<file path="config.mk">
export PLATFORM = sky130hd
export DESIGN_NAME = bcd_display_driver_flat
export DESIGN_NICKNAME = d
export VERILOG_FILES = /design/src/rtl/bcd_display_driver_if.sv /design/src/rtl/bcd_display_driver.sv /design/src/flat_wrapper.sv
export SDC_FILE = /design/constraint.sdc
export NUM_CORES = 1
export LEC_CHECK = 0
export ABC_AREA = 1
export ABC_CLOCK_PERIOD_IN_PS = 3270
export CORE_UTILIZATION = 55
export DETAILED_ROUTE_END_ITERATION = 12
export MAX_ROUTING_LAYER = met4
export PLACE_DENSITY_LB_ADDON = 0.1
export SLEW_MARGIN = 40
export SYNTH_ARGS = -nofsm -noshare
export SYNTH_HDL_FRONTEND = slang
export SYNTH_SLANG_ARGS = --single-unit
</file>
<file path="constraint.sdc">
create_clock -name hwclk -period 3.27 [get_ports hwclk]
set_input_delay 0.4905 -clock hwclk [delete_from_list [all_inputs] [get_ports hwclk]]
set_output_delay 0.4905 -clock hwclk [all_outputs]
set_load 0.05 [all_outputs]
</file>
<file path="src/rtl/bcd_display_driver_if.sv">
// Load handshake and status bundle for bcd_display_driver.
interface bcd_display_driver_if #(
  parameter int unsigned WIDTH = 8
) ();
  logic [WIDTH-1:0] value;
  logic             load;
  logic             ready;
  logic             done;
  logic             overflow;

  modport master (
    output value,
    output load,
    input  ready,
    input  done,
    input  overflow
  );

  modport slave (
    input  value,
    input  load,
    output ready,
    output done,
    output overflow
  );
endinterface

</file>
<file path="src/rtl/bcd_display_driver.sv">
// Binary to BCD conversion (sequential double-dabble) feeding a time-multiplexed
// 7-segment display with prescaled digit scan, leading-zero blanking and overflow dashes.
module bcd_display_driver #(
  parameter int unsigned WIDTH      = 8,
  parameter int unsigned DIGITS     = 3,
  parameter int unsigned SCAN_DIV   = 300,
  parameter bit          BLANK_LZ   = 1'b1,
  parameter bit          ACTIVE_LOW = 1'b0
) (
  input  logic                hwclk,
  input  logic                rst_n,
  bcd_display_driver_if.slave bus,
  output logic [6:0]          segments,
  output logic [DIGITS-1:0]   enable
);
  localparam int unsigned BcdW = 4 * DIGITS;
  localparam int unsigned CntW = $clog2(WIDTH + 1);
  localparam int unsigned PreW = $clog2(SCAN_DIV);
  localparam int unsigned IdxW = (DIGITS > 1) ? $clog2(DIGITS) : 1;

  typedef enum logic [1:0] {StIdle, StShift, StLatch} state_e;

  state_e            r_state, w_state_d;
  logic [WIDTH-1:0]  r_bin;
  logic [BcdW-1:0]   r_bcd, w_adj;
  logic              r_acc;
  logic [CntW-1:0]   r_cnt;
  logic [BcdW-1:0]   r_disp, w_disp_d;
  logic              r_ovf, w_ovf_d;
  logic [PreW-1:0]   r_presc, w_presc_d;
  logic [IdxW-1:0]   r_idx, w_idx_d;
  logic              w_tc;
  logic [6:0]        r_seg, w_seg_d;
  logic [DIGITS-1:0] r_en, w_en_d;
  logic [3:0]        w_nib;
  logic              w_hi_zero;

  // FSM state register
  always_ff @(posedge hwclk) begin
    if (!rst_n) r_state <= StIdle;
    else        r_state <= w_state_d;
  end

  // FSM next-state logic
  always_comb begin
    w_state_d = r_state;
    unique case (r_state)
      StIdle:  if (bus.load) w_state_d = StShift;
      StShift: if (r_cnt == CntW'(1)) w_state_d = StLatch;
      StLatch: w_state_d = StIdle;
      default: w_state_d = StIdle;
    endcase
  end

  // FSM outputs
  always_comb begin
    bus.ready    = (r_state == StIdle);
    bus.done     = (r_state == StLatch);
    bus.overflow = r_ovf;
  end

  // Double-dabble correction: nibbles >= 5 get +3 before each shift
  always_comb begin
    w_adj = r_bcd;
    for (int i = 0; i < DIGITS; i++) begin
      if (r_bcd[4*i +: 4] >= 4'd5) w_adj[4*i +: 4] = r_bcd[4*i +: 4] + 4'd3;
    end
  end

  // Conversion datapath and display latch
  always_ff @(posedge hwclk) begin
    if (!rst_n) begin
      r_bin  <= '0;
      r_bcd  <= '0;
      r_acc  <= 1'b0;
      r_cnt  <= '0;
      r_disp <= '0;
      r_ovf  <= 1'b0;
    end else begin
      unique case (r_state)
        StIdle: begin
          if (bus.load) begin
            r_bin <= bus.value;
            r_bcd <= '0;
            r_acc <= 1'b0;
            r_cnt <= CntW'(WIDTH);
          end
        end
        StShift: begin
          r_bcd <= {w_adj[BcdW-2:0], r_bin[WIDTH-1]};
          r_bin <= r_bin << 1;
          // Any bit leaving the top nibble means the value needs more digits
          r_acc <= r_acc | w_adj[BcdW-1];
          r_cnt <= r_cnt - CntW'(1);
        end
        StLatch: begin
          r_disp <= r_bcd;
          r_ovf  <= r_acc;
        end
        default: ;
      endcase
    end
  end

  // Next scan position and the display contents it will show
  always_comb begin
    w_tc      = (r_presc == PreW'(SCAN_DIV - 1));
    w_presc_d = w_tc ? '0 : r_presc + PreW'(1);
    w_idx_d   = r_idx;
    if (w_tc) w_idx_d = (r_idx == IdxW'(DIGITS - 1)) ? '0 : r_idx + IdxW'(1);
    // Use the value being latched this cycle so a coinciding scan step shows new data
    w_disp_d  = (r_state == StLatch) ? r_bcd : r_disp;
    w_ovf_d   = (r_state == StLatch) ? r_acc : r_ovf;
    w_en_d    = DIGITS'(1) << w_idx_d;
  end

  // Segment decode with overflow dash and leading-zero blanking
  always_comb begin
    w_nib     = 4'd0;
    w_hi_zero = 1'b1;
    for (int i = 0; i < DIGITS; i++) begin
      if (IdxW'(i) == w_idx_d) w_nib = w_disp_d[4*i +: 4];
      if (IdxW'(i) >= w_idx_d && w_disp_d[4*i +: 4] != 4'd0) w_hi_zero = 1'b0;
    end
    case (w_nib)
      4'd0:    w_seg_d = 7'h3F;
      4'd1:    w_seg_d = 7'h06;
      4'd2:    w_seg_d = 7'h5B;
      4'd3:    w_seg_d = 7'h4F;
      4'd4:    w_seg_d = 7'h66;
      4'd5:    w_seg_d = 7'h6D;
      4'd6:    w_seg_d = 7'h7D;
      4'd7:    w_seg_d = 7'h07;
      4'd8:    w_seg_d = 7'h7F;
      4'd9:    w_seg_d = 7'h6F;
      default: w_seg_d = 7'h00;
    endcase
    if (w_ovf_d)                                          w_seg_d = 7'h40;
    else if (BLANK_LZ && (w_idx_d != '0) && w_hi_zero)    w_seg_d = 7'h00;
  end

  // Prescaler, digit index and registered outputs; segments and enable move together
  always_ff @(posedge hwclk) begin
    if (!rst_n) begin
      r_presc <= '0;
      r_idx   <= '0;
      r_seg   <= 7'h3F;
      r_en    <= DIGITS'(1);
    end else begin
      r_presc <= w_presc_d;
      r_idx   <= w_idx_d;
      if (w_tc) begin
        r_seg <= w_seg_d;
        r_en  <= w_en_d;
      end
    end
  end

  assign segments = ACTIVE_LOW ? ~r_seg : r_seg;
  assign enable   = ACTIVE_LOW ? ~r_en  : r_en;
endmodule

</file>
<file path="src/flat_wrapper.sv">
// flat-port wrapper written by rule: the top's interface ports become plain ports
module bcd_display_driver_flat 
#(
  parameter int unsigned WIDTH      = 8,
  parameter int unsigned DIGITS     = 3,
  parameter int unsigned SCAN_DIV   = 300,
  parameter bit          BLANK_LZ   = 1'b1,
  parameter bit          ACTIVE_LOW = 1'b0
)
  (hwclk, rst_n, segments, enable, bus_value, bus_load, bus_ready, bus_done, bus_overflow);
  bcd_display_driver_if #(.WIDTH(WIDTH)) bus_i ();
  input  logic hwclk;
  input  logic rst_n;
  output logic [6:0] segments;
  output logic [DIGITS-1:0] enable;
  input wire logic [$bits(bus_i.value)-1:0] bus_value;
  input wire logic [$bits(bus_i.load)-1:0] bus_load;
  output wire logic [$bits(bus_i.ready)-1:0] bus_ready;
  output wire logic [$bits(bus_i.done)-1:0] bus_done;
  output wire logic [$bits(bus_i.overflow)-1:0] bus_overflow;
  assign bus_i.value = bus_value;
  assign bus_i.load = bus_load;
  assign bus_ready = bus_i.ready;
  assign bus_done = bus_i.done;
  assign bus_overflow = bus_i.overflow;
  bcd_display_driver #(.WIDTH(WIDTH), .DIGITS(DIGITS), .SCAN_DIV(SCAN_DIV), .BLANK_LZ(BLANK_LZ), .ACTIVE_LOW(ACTIVE_LOW)) u_core (.hwclk(hwclk), .rst_n(rst_n), .bus(bus_i), .segments(segments), .enable(enable));
endmodule
</file>
==> results.md <==
- Status: complete, no violations
- Initial antenna violation count: 0
- Clock Tree Buf Depth: 2
- Hold buffer count at CTS: 0
- Final Util: 67.2%
- GRT Overall Usage: 23.3%
- Reg clk slew, reported paths: 70 ps
- Sequential area share after synthesis: 40.2%
- Setup CP Type: flop to output pin
- First-pass DRT Iterations: 4
- Largest net degree at the start of global routing: 35
- Setup Viol. Count Final: 0
- Initial Util: 58.4%
- CP endpoint kind: output pin
- Final hold slack: 458 ps
- Crit-path max cell delay: 880 ps
- Max_cap viols: 0
- Max H-tree Level: 3
- Fin area: 0.00350 mm2
- Min Tclk post-route: 2470 ps
- Cells after Synth: 419
- Mapped Area: 0.00304 mm2
- RSZ-0062 raised after global routing: false
- Number of vias per cell: 5.14
- # DRC: 0
- Row Count: 26
- Worst setup SP type: flop
- Clock Skews: 6.90 ps
- Core area: 0.00520 mm2
- Setup Buffers After CTS: 0
- Maximum VDD drop: 298 uV
- Worst path cell trace: nand2_4 > inv_2 > clkdlybuf4s50_1
- Final GP Congestion: 0.897
- Layout cells sized above 1: 11.6%
- DP Area: 0.00332 mm2
- TritonCTS clock tree: yes
- Worst Hold Class: flop to flop
- Die width: 76.4 um
- Total grt overflow: 0
- Crit Path Max Fanout: 20
- WP data arrival: 1980 ps
- Most common cell after layout, fill and taps aside: nand2_1
- Yosys reg bits: 61
- Fill cell count: 480
- Clock root buffer: clkbuf_8
- Fin nets: 469
- Post-Syn Nets: 444
- Slowest library cell on the worst path: clkdlybuf4s50_1
- Resize count post-CTS: 0
- Worst-Margin Slew: 506 ps
- Leak: 1.45 nW
- Tcrit/Tclk final: 75.6%
- Final TNS setup: 0 ps
- Die extent in y: 76.4 um
- Syn avg cell area: 7.26 um2
- Die footprint: 0.00583 mm2
- WL/cell: 11.3 um
- Antenna cells: 0
- Area grow syn2layout: 15.0%
- CP Data Required Time: 2780 ps
- Latest clock arrival within the worst-skew pair: 340 ps
- CTS Buf Count: 9
- Hold Violations, Final: 0
- I/O Buffers: 23
- Post-synthesis cell type count: 34
- Ys Warns: 0
- Post-detail-place hpwl: 4.24 mm
- Routed vias: 2,666
- Global-route wire length before repair: 10.6 mm
- PD cells: 434 mW/mm2
- Vias in the first global route: 2,492
- Starting DRT DRC Count: 162
- Rel. slew slack: 66.2%
- Most frequent cells in the layout: nand2_1 (101), dfxtp_1 (61), inv_1 (42)
- I/O pins: 24
- Max Slew Vio Count: 0
- Fmax: 0.405 GHz
- Final ANT Viol Nets: 0
- DRT Wirelength: 5.89 mm
- Clock sink count: 61
[cells by family (layout without fill, tap and decap cells)]
logic type	after synthesis	count (layout)	share of synthesized area [%]
simple gates	200	200	30.4
flops	61	61	40.2
compound gates	77	77	14.4
buf+inv	64	94	8.48
xor+xnor	3	3	0.864
fa+ha+maj	14	14	5.76
[metrics by stage]
stage	power [mW]	cells	setup slack (ps)
floorplan	0.885	419	1160
global placement	0.923	503	958
detailed placement	0.926	503	861
CTS	1.53	519	779
global route	1.58	519	562
finish	1.52	519	798
[area by class of cell]
cell class | count | area, um2 | area share (%)
clock buffers | 12 | 155 | 4.44
clock inverters | 4 | 22.5 | 0.644
inverters | 52 | 195 | 5.58
multi-input cells | 294 | 1560 | 44.7
flip-flops and latches | 61 | 1220 | 34.9
well taps | 70 | 87.6 | 2.51
repair buffers | 26 | 253 | 7.23
[worst paths after layout]
check	startpoint	end	slack, ps	cells after the start
min	u_core.r_presc[0]	u_core.r_presc[0]	460	1
max	u_core.r_state[1]	bus_done	800	3
max reg2reg	u_core.r_presc[0]	u_core.segments[6]	830	16
min reg2reg	u_core.r_presc[0]	u_core.r_presc[0]	460	1
[synthesized netlist by cell type (all sizes together)]
library cell,number,area [um2]
o211ai,1,7.51
clkbuf,8,30.0
dfxtp,61,1220
inv,52,195
nand4,3,18.8
a31oi,6,37.5
a21oi,34,181
nor2,45,201
a22oi,3,22.5
nor4,2,12.5
nand3b,6,48.8
a32oi,1,8.76
o32ai,1,8.76
nor3b,1,7.51
buf,4,32.5
o21ai,31,170
or2,2,12.5
nand3,23,125
ha,14,175
nor3,7,40.0
xor2,3,26.3
nand2,111,457
[flip-flops by register name, indices dropped and copies added (netlist names), 2 cells and up]
signal           cells
u_core.enable        3
u_core.r_cnt         4
u_core.r_presc       9
u_core.r_bcd        12
u_core.r_state       2
u_core.segments      7
u_core.r_bin         8
u_core.r_disp       12
u_core.r_idx         2
[power breakdown]
part	leakage (nW)	internal [mW]	switching, mW
registers	0.495	0.764	0.0107
clock network	0.0921	0.313	0.295
logic	0.861	0.0484	0.0855
[critical path, delay by kind of cell, from the launching register on]
kind | cells | cell delay (ps)
buffers and inverters | 2 | 1150
DFF | 1 | 390
and+or+nand+nor | 1 | 100
[metal layers]
layer / vias up / global-route usage [%] / part of all wire [%]
li1: 1406 / - / -
met1: 1197 / 26.5 / 47
met2: 50 / 38.5 / 47
met3: 13 / 6.83 / 3.9
met4: 0 / 9.62 / 1.9
met5: - / - / 0
(Power assumes the default switching activity.)
